### src/rtl/vga_timing_gen.sv
// vga_timing_gen: parametrised VGA raster timing, test patterns and latency-matched pixel output
module vga_timing_gen #(
  parameter int H_ACTIVE = 640,
  parameter int H_FP     = 16,
  parameter int H_SYNC   = 96,
  parameter int H_BP     = 48,
  parameter int V_ACTIVE = 480,
  parameter int V_FP     = 10,
  parameter int V_SYNC   = 2,
  parameter int V_BP     = 33,
  parameter bit HS_POL   = 1'b0,
  parameter bit VS_POL   = 1'b0,
  parameter int PIX_LAT  = 1,
  parameter int R_W      = 3,
  parameter int G_W      = 3,
  parameter int B_W      = 2
) (
  input  logic                     app_clk,
  input  logic                     app_rst,
  input  logic                     pix_ce,
  input  logic [1:0]               mode,
  output logic [11:0]              pos_x,
  output logic [11:0]              pos_y,
  output logic                     pos_de,
  input  logic [R_W+G_W+B_W-1:0]   pix_in,
  output logic                     hsync,
  output logic                     vsync,
  output logic                     de,
  output logic [R_W-1:0]           red,
  output logic [G_W-1:0]           green,
  output logic [B_W-1:0]           blue,
  output logic                     frame_start,
  output logic                     line_start
);
  localparam int H_TOTAL = H_ACTIVE + H_FP + H_SYNC + H_BP;
  localparam int V_TOTAL = V_ACTIVE + V_FP + V_SYNC + V_BP;
  localparam int PW      = R_W + G_W + B_W;
  localparam int DW      = PW + 5;
  localparam int BAR_W   = H_ACTIVE / 8;
  logic [11:0] r_h_cnt, r_v_cnt, r_bar_cnt;
  logic [2:0]  r_bar_k;
  logic [1:0]  r_mode;
  logic        r_hs, r_vs, r_fs, r_ls;
  logic        w_h_last, w_v_last, w_o_de;
  logic [PW-1:0] w_pat, w_rgb;
  logic [PIX_LAT:0][DW-1:0] w_dl;
  logic [DW-1:0] w_o;
  assign w_h_last = r_h_cnt == 12'(H_TOTAL - 1);
  assign w_v_last = r_v_cnt == 12'(V_TOTAL - 1);
  // raster counters, bar tracker aligned with pos_x, and per-frame mode latch
  always_ff @(posedge app_clk) begin
    if (app_rst) begin
      r_h_cnt   <= '0;
      r_v_cnt   <= '0;
      r_bar_cnt <= '0;
      r_bar_k   <= '0;
      r_mode    <= '0;
    end else if (pix_ce) begin
      r_h_cnt <= w_h_last ? '0 : r_h_cnt + 12'd1;
      if (w_h_last) r_v_cnt <= w_v_last ? '0 : r_v_cnt + 12'd1;
      r_bar_cnt <= (r_h_cnt == '0 || r_bar_cnt == 12'(BAR_W - 1)) ? '0 : r_bar_cnt + 12'd1;
      r_bar_k   <= (r_h_cnt == '0) ? '0 : (r_bar_cnt == 12'(BAR_W - 1)) ? r_bar_k + 3'd1 : r_bar_k;
      if (r_h_cnt == '0 && r_v_cnt == '0) r_mode <= mode;
    end
  end
  // S1: requested position plus raw active-high sync and line/frame flags
  always_ff @(posedge app_clk) begin
    if (app_rst) begin
      pos_x  <= '0;
      pos_y  <= '0;
      pos_de <= 1'b0;
      r_hs   <= 1'b0;
      r_vs   <= 1'b0;
      r_fs   <= 1'b0;
      r_ls   <= 1'b0;
    end else if (pix_ce) begin
      pos_x  <= r_h_cnt;
      pos_y  <= r_v_cnt;
      pos_de <= r_h_cnt < 12'(H_ACTIVE) && r_v_cnt < 12'(V_ACTIVE);
      r_hs   <= r_h_cnt >= 12'(H_ACTIVE + H_FP) && r_h_cnt < 12'(H_ACTIVE + H_FP + H_SYNC);
      r_vs   <= r_v_cnt >= 12'(V_ACTIVE + V_FP) && r_v_cnt < 12'(V_ACTIVE + V_FP + V_SYNC);
      r_fs   <= r_h_cnt == '0 && r_v_cnt == '0;
      r_ls   <= r_h_cnt == '0;
    end
  end
  // built-in pattern for the S1 position
  always_comb
    w_pat = (r_mode == 2'd1) ? {{R_W{~r_bar_k[1]}}, {G_W{~r_bar_k[2]}}, {B_W{~r_bar_k[0]}}} :
            (r_mode == 2'd2) ? {PW{pos_x[3] ^ pos_y[3]}} :
                               {PW{pos_x[3:0] == 4'd0 || pos_y[3:0] == 4'd0}};
  assign w_dl[0] = {r_hs, r_vs, pos_de, r_fs, r_ls, w_pat};
  for (genvar i = 0; i < PIX_LAT; i++) begin : g_dl
    logic [DW-1:0] r_s;
    // one ce-stage of the client-latency matching delay line
    always_ff @(posedge app_clk) begin
      if (app_rst) r_s <= '0;
      else if (pix_ce) r_s <= w_dl[i];
    end
    assign w_dl[i+1] = r_s;
  end
  assign w_o    = w_dl[PIX_LAT];
  assign w_o_de = w_o[PW+2];
  assign w_rgb  = w_o_de ? ((r_mode == 2'd0) ? pix_in : w_o[PW-1:0]) : '0;
  // output register: source select, blanking and sync polarity
  always_ff @(posedge app_clk) begin
    if (app_rst) begin
      hsync               <= ~HS_POL;
      vsync               <= ~VS_POL;
      de                  <= 1'b0;
      frame_start         <= 1'b0;
      line_start          <= 1'b0;
      {red, green, blue}  <= '0;
    end else if (pix_ce) begin
      hsync               <= w_o[PW+4] ? HS_POL : ~HS_POL;
      vsync               <= w_o[PW+3] ? VS_POL : ~VS_POL;
      de                  <= w_o_de;
      frame_start         <= w_o[PW+1];
      line_start          <= w_o[PW];
      {red, green, blue}  <= w_rgb;
    end
  end
endmodule
### config.mk
export PLATFORM = sky130hd
export DESIGN_NAME = vga_timing_gen
export DESIGN_NICKNAME = d
export VERILOG_FILES = /design/src/rtl/vga_timing_gen.sv
export SDC_FILE = /design/constraint.sdc
export NUM_CORES = 1
export LEC_CHECK = 0
export CORE_UTILIZATION = 30
export DETAILED_ROUTE_END_ITERATION = 10
export DONT_BUFFER_PORTS = 1
export PLACE_DENSITY = 0.47
export SYNTH_ARGS = -nofsm -noshare
export SYNTH_HDL_FRONTEND = slang
export SYNTH_SLANG_ARGS = --single-unit
export TNS_END_PERCENT = 10
### constraint.sdc
create_clock -name app_clk -period 2.95 [get_ports app_clk]
set_input_delay 0.59 -clock app_clk [delete_from_list [all_inputs] [get_ports app_clk]]
set_output_delay 0.59 -clock app_clk [all_outputs]
set_load 0.01 [all_outputs]
### Word level (Yosys, flattened, before mapping)

Index checks and enable logic that the tools add are counted.

* bits in registers: 96
* input port bits: 13
* logic and storage cells: 66
* output and inout bits: 38

* bitwise operators: 4
* add/subtract/negate cells: 4
* order comparisons: 6
* mux-type cells: 11
* reductions and logical operators: 15
* eq/ne operators: 5

Operators by type and width (count)
* $add 12x1->12 const B: 3
* $mux 12: 3
* $mux 8: 4
* $eq 12x10->1 const B: 2
* $logic_not 12->1: 2
* $lt 12x10->1 const B: 2
* $lt 12x9->1 const B: 2
* $eq 12x7->1 const B: 1
* $ge 12x10->1 const B: 1
* $ge 12x9->1 const B: 1
* $logic_not 4->1: 2
* $mux 3: 2
* $reduce_and 2->1: 3
* $logic_and 1x1->1: 4
* $add 3x1->3 const B: 1
* $not 1->1: 3
* $eq 2x1->1 const B: 1
* $eq 2x2->1 const B: 1
* $logic_not 2->1: 1
* $logic_or 1x1->1: 2
* $mux 1: 2
* $reduce_bool 2->1: 1
* $xor 1x1->1: 1

### Depth between registers and ports, before layout

Gate-level depths: netlist of run 1.

* word-level depth: 4
* mapped depth: 7

### Worst setup path before layout of run 1

No wires, ideal clock.

* path type: register to register
* from: register r_h_cnt[5]
* to: register r_bar_k[0]
* buffers on the path: 2
* data required time: 2878 ps
* slack: 835 ps
* cell stages (with the launch flop): 7
* arrival: 2044 ps
* setup time: 72 ps
* cells stage by stage: dfxtp_1 > buf_6 > or4_4 > or4_4 > buf_6 > a21oi_4 > mux2i_1

* longest elaborated chain between the ends: 3
* elaborated cells between the ends (all ways): 4
* classes of those cells: mux: 1; reduce/logical: 3

Ends and longest elaborated chain
* from (decl): line 40 `logic [11:0] r_h_cnt, r_v_cnt, r_bar_cnt;`
* from (signal assigned): line 59 `r_h_cnt <= w_h_last ? '0 : r_h_cnt + 12'd1;`
* $logic_not 12->1 *: line 62 `r_bar_k <= (r_h_cnt == '0) ? '0 : (r_bar_cnt == 12'(BAR_W - 1)) ? r_bar_k + 3'd1 : r_bar_k;`
* $reduce_bool 2->1 (no source line)
* $reduce_and 2->1 (no source line)
* to (signal assigned): line 62
* to (decl): line 41 `logic [2:0] r_bar_k;`

Every way passes the cells marked *; elsewhere a longest branch is shown, timed or not.
A chain may end at the register's enable or synchronous reset.

### Final worst setup path of run 1

Same ends and word-level chain as after synthesis.

==> results of run 1 <==
## layer usage
metal  up-vias  GRT usage [%]  share of wire [%]
li1       1615              -                  -
met1      1542           17.6                 48
met2        66           22.3                 45
met3        13           3.81                5.0
met4         0           7.91                2.3
met5         -              0                  0
## sequential cells by signal (all words and copies together) (netlist names), 2 cells and up
signal     count
r_mode         2
green          3
g_dl.r_s       8
r_v_cnt       12
blue           2
r_h_cnt       12
pos_y         12
pos_x         12
r_bar_k        3
r_bar_cnt     12
red            3
## cell usage in the layout, fill, tap and decap left out, drive strengths merged, types with 5 or more instances in the layout
cell type,n
nor2,64
buf,5
mux2i,33
nand2,24
dfxtp,91
and3,5
nand3,8
a41oi,11
ha,6
nor4,13
clkbuf,11
nand2b,13
nand4,17
a31oi,10
a21oi,19
o21ai,9
xor2,6
a2bb2oi,10
inv,11
nor3,19
xnor2,13
## final cells by class
class / count / area [µm²] / share of cell area, %
sequential: 91 / 1820 / 40.3
tap: 176 / 220 / 4.87
inverter: 11 / 41.3 / 0.914
multi-input combinational: 322 / 2090 / 46.3
clock buffer: 11 / 243 / 5.37
timing repair buffer: 5 / 37.5 / 0.831
clock inverter: 5 / 62.6 / 1.38
## worst max-delay path, cell delays in order, from the launching register on
cell	delay, ps
dfxtp_1	380
or4_4	600
or4_4	610
a21oi_4	340
mux2i_1	230
## worst max path at each step
stage | start | endpoint | slack [ps] | depth (start not counted)
after floorplan | r_h_cnt[5]$_SDFFE_PP0P_ | r_bar_k[0]$_SDFFE_PP0P_ | 830 | 6
after global placement | r_h_cnt[5]$_SDFFE_PP0P_ | r_bar_k[0]$_SDFFE_PP0P_ | 780 | 4
after detailed placement | r_h_cnt[5]$_SDFFE_PP0P_ | r_bar_k[0]$_SDFFE_PP0P_ | 760 | 4
after CTS | r_h_cnt[5]$_SDFFE_PP0P_ | r_bar_k[0]$_SDFFE_PP0P_ | 730 | 4
after global routing | r_h_cnt[5]$_SDFFE_PP0P_ | r_bar_k[0]$_SDFFE_PP0P_ | 650 | 4
final | r_h_cnt[5]$_SDFFE_PP0P_ | r_bar_k[0]$_SDFFE_PP0P_ | 720 | 4
## cell usage after synthesis (3+ instances only)
cell | n | area, µm²
nor4_1 | 11 | 68.8
nand4_1 | 17 | 106
clkbuf_1 | 20 | 75.1
a21oi_1 | 18 | 90.1
a311oi_1 | 3 | 26.3
ha_1 | 6 | 75.1
nand2b_1 | 13 | 81.3
a2bb2oi_1 | 10 | 87.6
a41oi_1 | 11 | 96.3
buf_1 | 6 | 22.5
or3_1 | 3 | 18.8
and3_1 | 4 | 25.0
nor2_1 | 64 | 240
xor2_1 | 6 | 52.6
dfxtp_1 | 91 | 1820
o21a_1 | 4 | 30.0
nand2_1 | 24 | 90.1
xnor2_1 | 13 | 114
o21ai_0 | 9 | 45.0
nor2b_1 | 4 | 25.0
buf_2 | 3 | 15.0
nor4b_1 | 3 | 26.3
nand3_1 | 8 | 40.0
mux2i_1 | 33 | 330
a31oi_1 | 10 | 62.6
or2_2 | 3 | 18.8
nor3_1 | 19 | 95.1
inv_1 | 11 | 41.3
## where the power goes
| part | switching (mW) | internal [mW] | total, mW |
|---|---|---|---|
| Sequential | 0.0212 | 1.25 | 1.27 |
| Combinational | 0.0636 | 0.0574 | 0.121 |
| Clock | 0.501 | 0.683 | 1.18 |
## cell families (layout without fill, tap and decap cells)
logic type	count (synthesis)	count (layout)	share of synthesized area, %
multiplexers	33	33	8.07
flip-flops	91	91	44.5
AND/OR/NAND/NOR	187	187	23.8
buffers and inverters	42	32	4.31
adder cells (fa/ha/maj)	6	6	1.83
XOR/XNOR	19	19	4.07
AO/OA/AOI/OAI	77	77	13.4
==> results.yml, run 1 <==
outcome:
  status: "finished, final reports clean"
clock_network:
  insertion_delay_ps: 350
  hold_buffers: 0
  cts_buffers: 9
  clk_pin_slew_worst_paths_ps: 70
  cts_root_buf: "clkbuf_16"
  htreeDepth: 3
  clock_path_buffers: 2
  cts_tree: "built"
  cts_setup_buffers: 0
  clock-sinks: 91
  cts_resized: 0
floorplan:
  start_util_pct: 30.8
  pin_count: 51
  die-height_um: 119
  fp.coreArea_um2: 13300
  die_w_um: 119
  rows: 42
  die_area_um2: 14100
drt:
  drc: 0
  ant_nets: 0
  first_pass_iters: 4
  drtIter0Drc: 122
  routed_wl_um: 9730
  vias: 3236
  wl_per_cell_um: 15.7
  via_per_inst: 5.21
synthesis:
  synth_warnings: 0
  avgSynthCellArea_um2: 8.99
  synth_nets: 474
  synth_ff_type: "dfxtp_1"
  synth-seq-cells: 91
  syn_area_um2: 4090
  synth-seq-area-share_pct: 44.5
  synth_edf_count: 0
  synth_cell_type_count: 49
  async_flop_share_pct: 0
  synthCells: 455
min_path:
  hold_start: "app_rst"
  min_path_cells: 1
  min_to: "pos_y[4]$_SDFFE_PP0P_"
  hold_class: "in -> reg"
worst_setup_path:
  r2r_end: "r_bar_k[0]$_SDFFE_PP0P_"
  criticalPathCategory: "reg -> reg"
  r2r-start: "r_h_cnt[5]$_SDFFE_PP0P_"
  worst-path-max-fanout: 10
  start_kind: "flop"
  arrival_ps: 2500
  r2r_slack_ps: 720
  r2r_cells: 4
  endpoint_kind: "flop"
  crit_required_ps: 3220
timing:
  max_freq_ghz: 0.448
  tns_ps: 0
  grt_setup_unrepaired: "no"
  slew_viol_final: 0
  whs_ps: 315
  min_period_ps: 2230
  hold_violations: 0
  fin_crit_sh_pct: 75.6
  worst_slew_pin_slew_ps: 711
  setup_violations: 0
  setup_ws_ps: 719
  fin_worst_skew_ps: 7.90
  slew_headroom_pct: 52.1
place:
  portBuffers: 0
  dp_hpwl_um: 6280
  place_area_um2: 4210
  gp_congestion: 0.781
  dp_slack_ps: 756
  dp.cells: 605
finish:
  antenna_cells: 0
  fill_cells: 1372
  final_area_um2: 4520
  area_growth_pct: 10.5
  fin_nets: 459
  layout-drive-gt1-share_pct: 6.97
  final_util_pct: 34.0
  final_cells: 621
pwr:
  leakage_nw: 1.60
  ir_worst_vdd_uv: 260
  powerDensity_nw_per_um2: 569
  design_power_total_mw: 2.57
global_route:
  grtUsageTotal_pct: 14.2
  grt_pass1_wl_um: 15800
  antenna_found_initial: 0
  overflow: 0
  grt_max_degree: 77
  grt_pass1_vias: 3046
run:
  cap_violations: 0
Note: power is estimated with default switching activity, not from simulation.
==> run 2: changes to the inputs <==
- PLACE_DENSITY: 0.47 -> 0.48
- clock period: 2.95 -> 2 ns (I/O delays scaled with it)
==> run 2 against run 1 <==
Against the previous run:
- worst hold slack got worse by 180 ps
- critical endpoint is now r_bar_k[2]$_SDFFE_PP0P_
- core utilization rose by 1.8 points
- combinational power rose by 65%
- clock power rose by 58%
- power rose by 53%
==> results.yml, run 2 (synthesized netlist as in run 1, its figures left out) <==
outcome:
  status: "finished, final reports clean"
floorplan:
  pin_count: 51
  die_area_um2: 14100
  fp.coreArea_um2: 13300
  die-height_um: 119
  rows: 42
  start_util_pct: 30.8
  die_w_um: 119
worst_setup_path:
  arrival_ps: 2180
  crit_chain: "or4_4, or4_4, buf_4, a21oi_1, o32ai_1"
  criticalPathCategory: "reg -> reg"
  cp-startpoint: "r_h_cnt[10]$_SDFFE_PP0P_"
  crit_top_cell: "or4_4"
  slowest_delay_ps: 580
  endpoint_kind: "flop"
  start_kind: "flop"
  cp_slowest_cell: "or4_4"
  r2r-start: "r_h_cnt[10]$_SDFFE_PP0P_"
  crit_required_ps: 2220
  worst-path-max-fanout: 5
finish:
  final_util_pct: 35.8
  fin_nets: 485
  antenna_cells: 0
  final_common_cell: "dfxtp_1"
  area_growth_pct: 16.2
  final_cell_mix: "dfxtp_1, nor2_1, mux2i_1"
  final_area_um2: 4760
  layout-drive-gt1-share_pct: 13.4
  final_cells: 647
drt:
  vias: 3291
  drtIter0Drc: 231
  routed_wl_um: 9930
  ant_nets: 0
  via_per_inst: 5.09
  wl_per_cell_um: 15.3
  drc: 0
  first_pass_iters: 5
timing:
  whs_ps: 138
  fin_worst_skew_ps: 6.70
  min_period_ps: 1960
  setup_violations: 0
  max_freq_ghz: 0.509
  grt_setup_unrepaired: "yes"
  hold_violations: 0
  slew_headroom_pct: 56.8
  tns_ps: 0
  worst_slew_pin_slew_ps: 642
  fin_crit_sh_pct: 98.2
  slew_viol_final: 0
pwr:
  clkPwrFrac_pct: 47.5
  p_sw_share_pct: 21.2
  p_int_mw: 3.10
  leakage_nw: 1.76
  p_switching_uw: 836
  combPwrFrac_pct: 5.1
  power_frac_seq_pct: 47.4
  ir_worst_vdd_uv: 409
  powerDensity_nw_per_um2: 829
global_route:
  grt_pass1_wl_um: 16600
  grt_max_degree: 77
  grtUsageTotal_pct: 14.9
  antenna_found_initial: 0
  overflow: 0
  grt_pass1_vias: 3217
min_path:
  hold_class: "in -> reg"
  hold_start: "app_rst"
place:
  gp_congestion: 0.836
  place_area_um2: 4420
  dp_hpwl_um: 6680
  dp.cells: 631
  portBuffers: 0
clock_network:
  hold_buffers: 0
  insertion_delay_ps: 350
  cts_setup_buffers: 0
  clock-sinks: 91
  clock_path_buffers: 2
  clk_pin_slew_worst_paths_ps: 60
  cts_tree: "built"
  cts_root_buf: "clkbuf_16"
  cts_buffers: 9
  htreeDepth: 3
run:
  cap_violations: 0
run 2: changes by cell type in the layout (fill, tap and decap cells not counted), moves of 2 or more:
cell and delta:
dfxtp_1 -4, clkinv_4 -2, buf_4 +25, dfxtp_2 +4
run 2: metrics by stage:
| step | worst slack (ps) | power, mW |
|---|---|---|
| global route | -18.0 | 4.11 |
| finish | 35.8 | 3.94 |
| global placement | 49.9 | 2.11 |
| CTS | 17.2 | 4.00 |
| detailed placement | 27.4 | 2.11 |
| floorplan | -19.5 | 2.09 |
run 2: per-layer routing:
metal,vias to the layer above,wire length [µm],global-route usage (%)
met5,-,0,0
met1,1557,4840,19.7
met2,58,4510,23.3
li1,1666,-,-
met4,0,149,5.22
met3,10,423,4.10
run 2: cell type report:
| cell class | instances | area, µm² |
|---|---|---|
| clock buffer | 12 | 256 |
| clock inverter | 4 | 72.6 |
| fill | 1393 | 8540 |
| inverter | 11 | 41.3 |
| multi-input combinational | 322 | 2100 |
| sequential | 91 | 1830 |
| tap | 176 | 220 |
| timing repair buffer | 31 | 236 |
run 2: worst paths after layout:
path                               end  slack [ps]  cells after the start
min          r_bar_cnt[7]$_SDFFE_PP0P_         140                      1
max            r_bar_k[2]$_SDFFE_PP0P_          40                      5
min reg2reg          r_vs$_SDFFE_PP0P_         470                      2
max reg2reg    r_bar_k[2]$_SDFFE_PP0P_          40                      5
run 2: repair_timing:
item,4_1_cts,5_1_grt
setup endpoints to repair,0,7
gates resized for setup,0,4
hold endpoints to repair,0,0
run 2: critical path, delay by kind of cell, from the launching register on:
kind            cells  cell delay [ps]
simple gates        2             1150
flops               1              320
compound gates      2              200
buf+inv             1              180
run 2: power by group through the flow:
stage	registers [mW]	clock network [mW]	logic [mW]
2_1_floorplan	1.90	0	0.194
3_3_place_gp	1.91	0	0.197
3_5_place_dp	1.91	0	0.201
4_1_cts	1.87	1.93	0.202
5_1_grt	1.87	2.01	0.221
6_report	1.87	1.87	0.200
==> run 3: changes to the inputs <==
- GPL_TIMING_DRIVEN: not set -> 0
==> run 3 against run 2 <==
Against the previous run:
- the flow now finishes with violations (setup timing)
- core utilization fell by 0.16 points
- clock-buffer cell count is 3 lower
- register-to-register slack lost 50 ps
- combinational power grew 36%
- via count rose by 3.3%
- setup slack worse by 52 ps
- wire length up 9.3%
- global-route usage grew 1.6 points
- sequential power about the same
- sequential cell count unchanged
- fmax shrank 2.6%
- non-clock buffer count rose by 5
- critical path type unchanged
- largest power group unchanged
==> results.yml, run 3 (synthesized netlist as in run 1, its figures left out) <==
clock_network:
  clk_pin_slew_worst_paths_ps: 70
  clock_path_buffers: 2
  clock-sinks: 91
  htreeDepth: 3
  cts_tree: "built"
  insertion_delay_ps: 360
  cts_buffers: 9
  cts_root_buf: "clkbuf_16"
floorplan:
  rows: 42
  die_w_um: 119
  fp.coreArea_um2: 13300
  start_util_pct: 30.8
  pin_count: 51
  die-height_um: 119
  die_area_um2: 14100
timing:
  fin_worst_skew_ps: 7.57
  setup_violations: 6
  min_period_ps: 2020
  max_freq_ghz: 0.496
  grt_setup_unrepaired: "yes"
  setup_ws_ps: -16.4
  slew_headroom_pct: 52.2
  fin_crit_sh_pct: 101
  worst_slew_pin_slew_ps: 711
  slew_viol_final: 0
  hold_violations: 0
place:
  dp_hpwl_um: 7630
  dp_slack_ps: -424
  gp_congestion: 0.809
  portBuffers: 0
drt:
  drtIter0Drc: 216
  drc: 0
  first_pass_iters: 4
  ant_nets: 0
  routed_wl_um: 10800
  wl_per_cell_um: 16.6
  via_per_inst: 5.21
  vias: 3400
worst_setup_path:
  crit_top_cell: "or4_4"
  crit_family: "simple AND/OR/NAND/NOR gates"
  cp.buffers_inverters: 1
  worst-path-max-fanout: 5
  crit_chain: "or4_4, or4_4, a21oi_4, buf_6, mux2i_1"
  arrival_ps: 2300
  start_kind: "flop"
  crit_cells: 5
  r2r_cells: 5
  crit_required_ps: 2290
  slowest_delay_ps: 590
  criticalPathCategory: "reg -> reg"
  r2r_slack_ps: -20
  endpoint_kind: "flop"
  cp_slowest_cell: "or4_4"
finish:
  fill_cells: 1367
  final_cell_mix: "dfxtp_1, nor2_1, mux2i_1"
  area_growth_pct: 15.7
  antenna_cells: 0
  layout-drive-gt1-share_pct: 12.0
  fin_nets: 490
  final_common_cell: "dfxtp_1"
pwr:
  leakage_nw: 1.71
  ir_worst_vdd_uv: 397
  powerDensity_nw_per_um2: 826
  design_power_total_mw: 3.91
global_route:
  overflow: 0
  grt_max_degree: 18
  grtUsageTotal_pct: 16.5
  grt_pass1_vias: 3312
  grt_pass1_wl_um: 18000
  antenna_found_initial: 0
min_path:
  hold_class: "in -> reg"
  min_path_cells: 2
run:
  cap_violations: 0
outcome:
  violations: "setup timing"
  status: "finished, violations left"
run 3: metal layers:
| metal | share of wire, % | track usage, % | vias up |
|---|---|---|---|
| met4 | 2.2 | 6.25 | 0 |
| met3 | 6.2 | 5.50 | 15 |
| met2 | 43 | 24.6 | 86 |
| met5 | 0 | 0 | - |
| met1 | 49 | 21.9 | 1613 |
| li1 | - | - | 1686 |
run 3: stage by stage:
step                util, %  instance area, µm²  hold slack [ps]  cells  TNS, ps
floorplan                 -                4100              441    455    -19.5
global placement       32.5                4320              451    631   -18250
detailed placement     32.5                4320              468    631   -20550
CTS                    35.4                4710              187    653     -125
global route           35.6                4730              215    652    -1010
finish                 35.6                4730              200    652    -39.7
run 3: path summary, 6_finish.rpt:
path	start	endpoint
hold reg to reg	r_bar_cnt[1]$_SDFFE_PP0P_	r_bar_cnt[1]$_SDFFE_PP0P_
hold / removal	mode[1]	r_mode[1]$_SDFFE_PP0P_
setup / recovery	r_h_cnt[11]$_SDFFE_PP0P_	r_bar_k[0]$_SDFFE_PP0P_
setup reg to reg	r_h_cnt[11]$_SDFFE_PP0P_	r_bar_k[0]$_SDFFE_PP0P_
run 3: power breakdown:
group          internal (mW)  total, mW  switching, mW
registers               1.84       1.86         0.0277
logic                  0.103      0.272          0.169
clock network          0.989       1.78          0.789
total                   2.93       3.91          0.985
run 3: final cells by class:
class / instances / area, µm² / area share, %
plain buffers: 29 / 136 / 2.88
clock buffers: 9 / 225 / 4.76
clock inverters: 7 / 81.3 / 1.72
inverters: 11 / 41.3 / 0.872
multi-input cells: 322 / 2130 / 45.0
flip-flops and latches: 91 / 1840 / 38.8
well taps: 176 / 220 / 4.65
repair buffers: 7 / 60.1 / 1.27
run 3: worst register-to-register path: stages, from the launching register on:
cell and delay [ps]:
dfxtp_4 340, or4_4 560, or4_4 590, a21oi_4 170
buf_6 120, mux2i_1 160
run 3: repair_timing:
item | 4_1_cts | 5_1_grt
pin swaps | 4 | 1
hold buffers | 0 | 0
resized for setup | 15 | 14
setup buffers | 7 | 0
setup endpoints to repair | 56 | 47
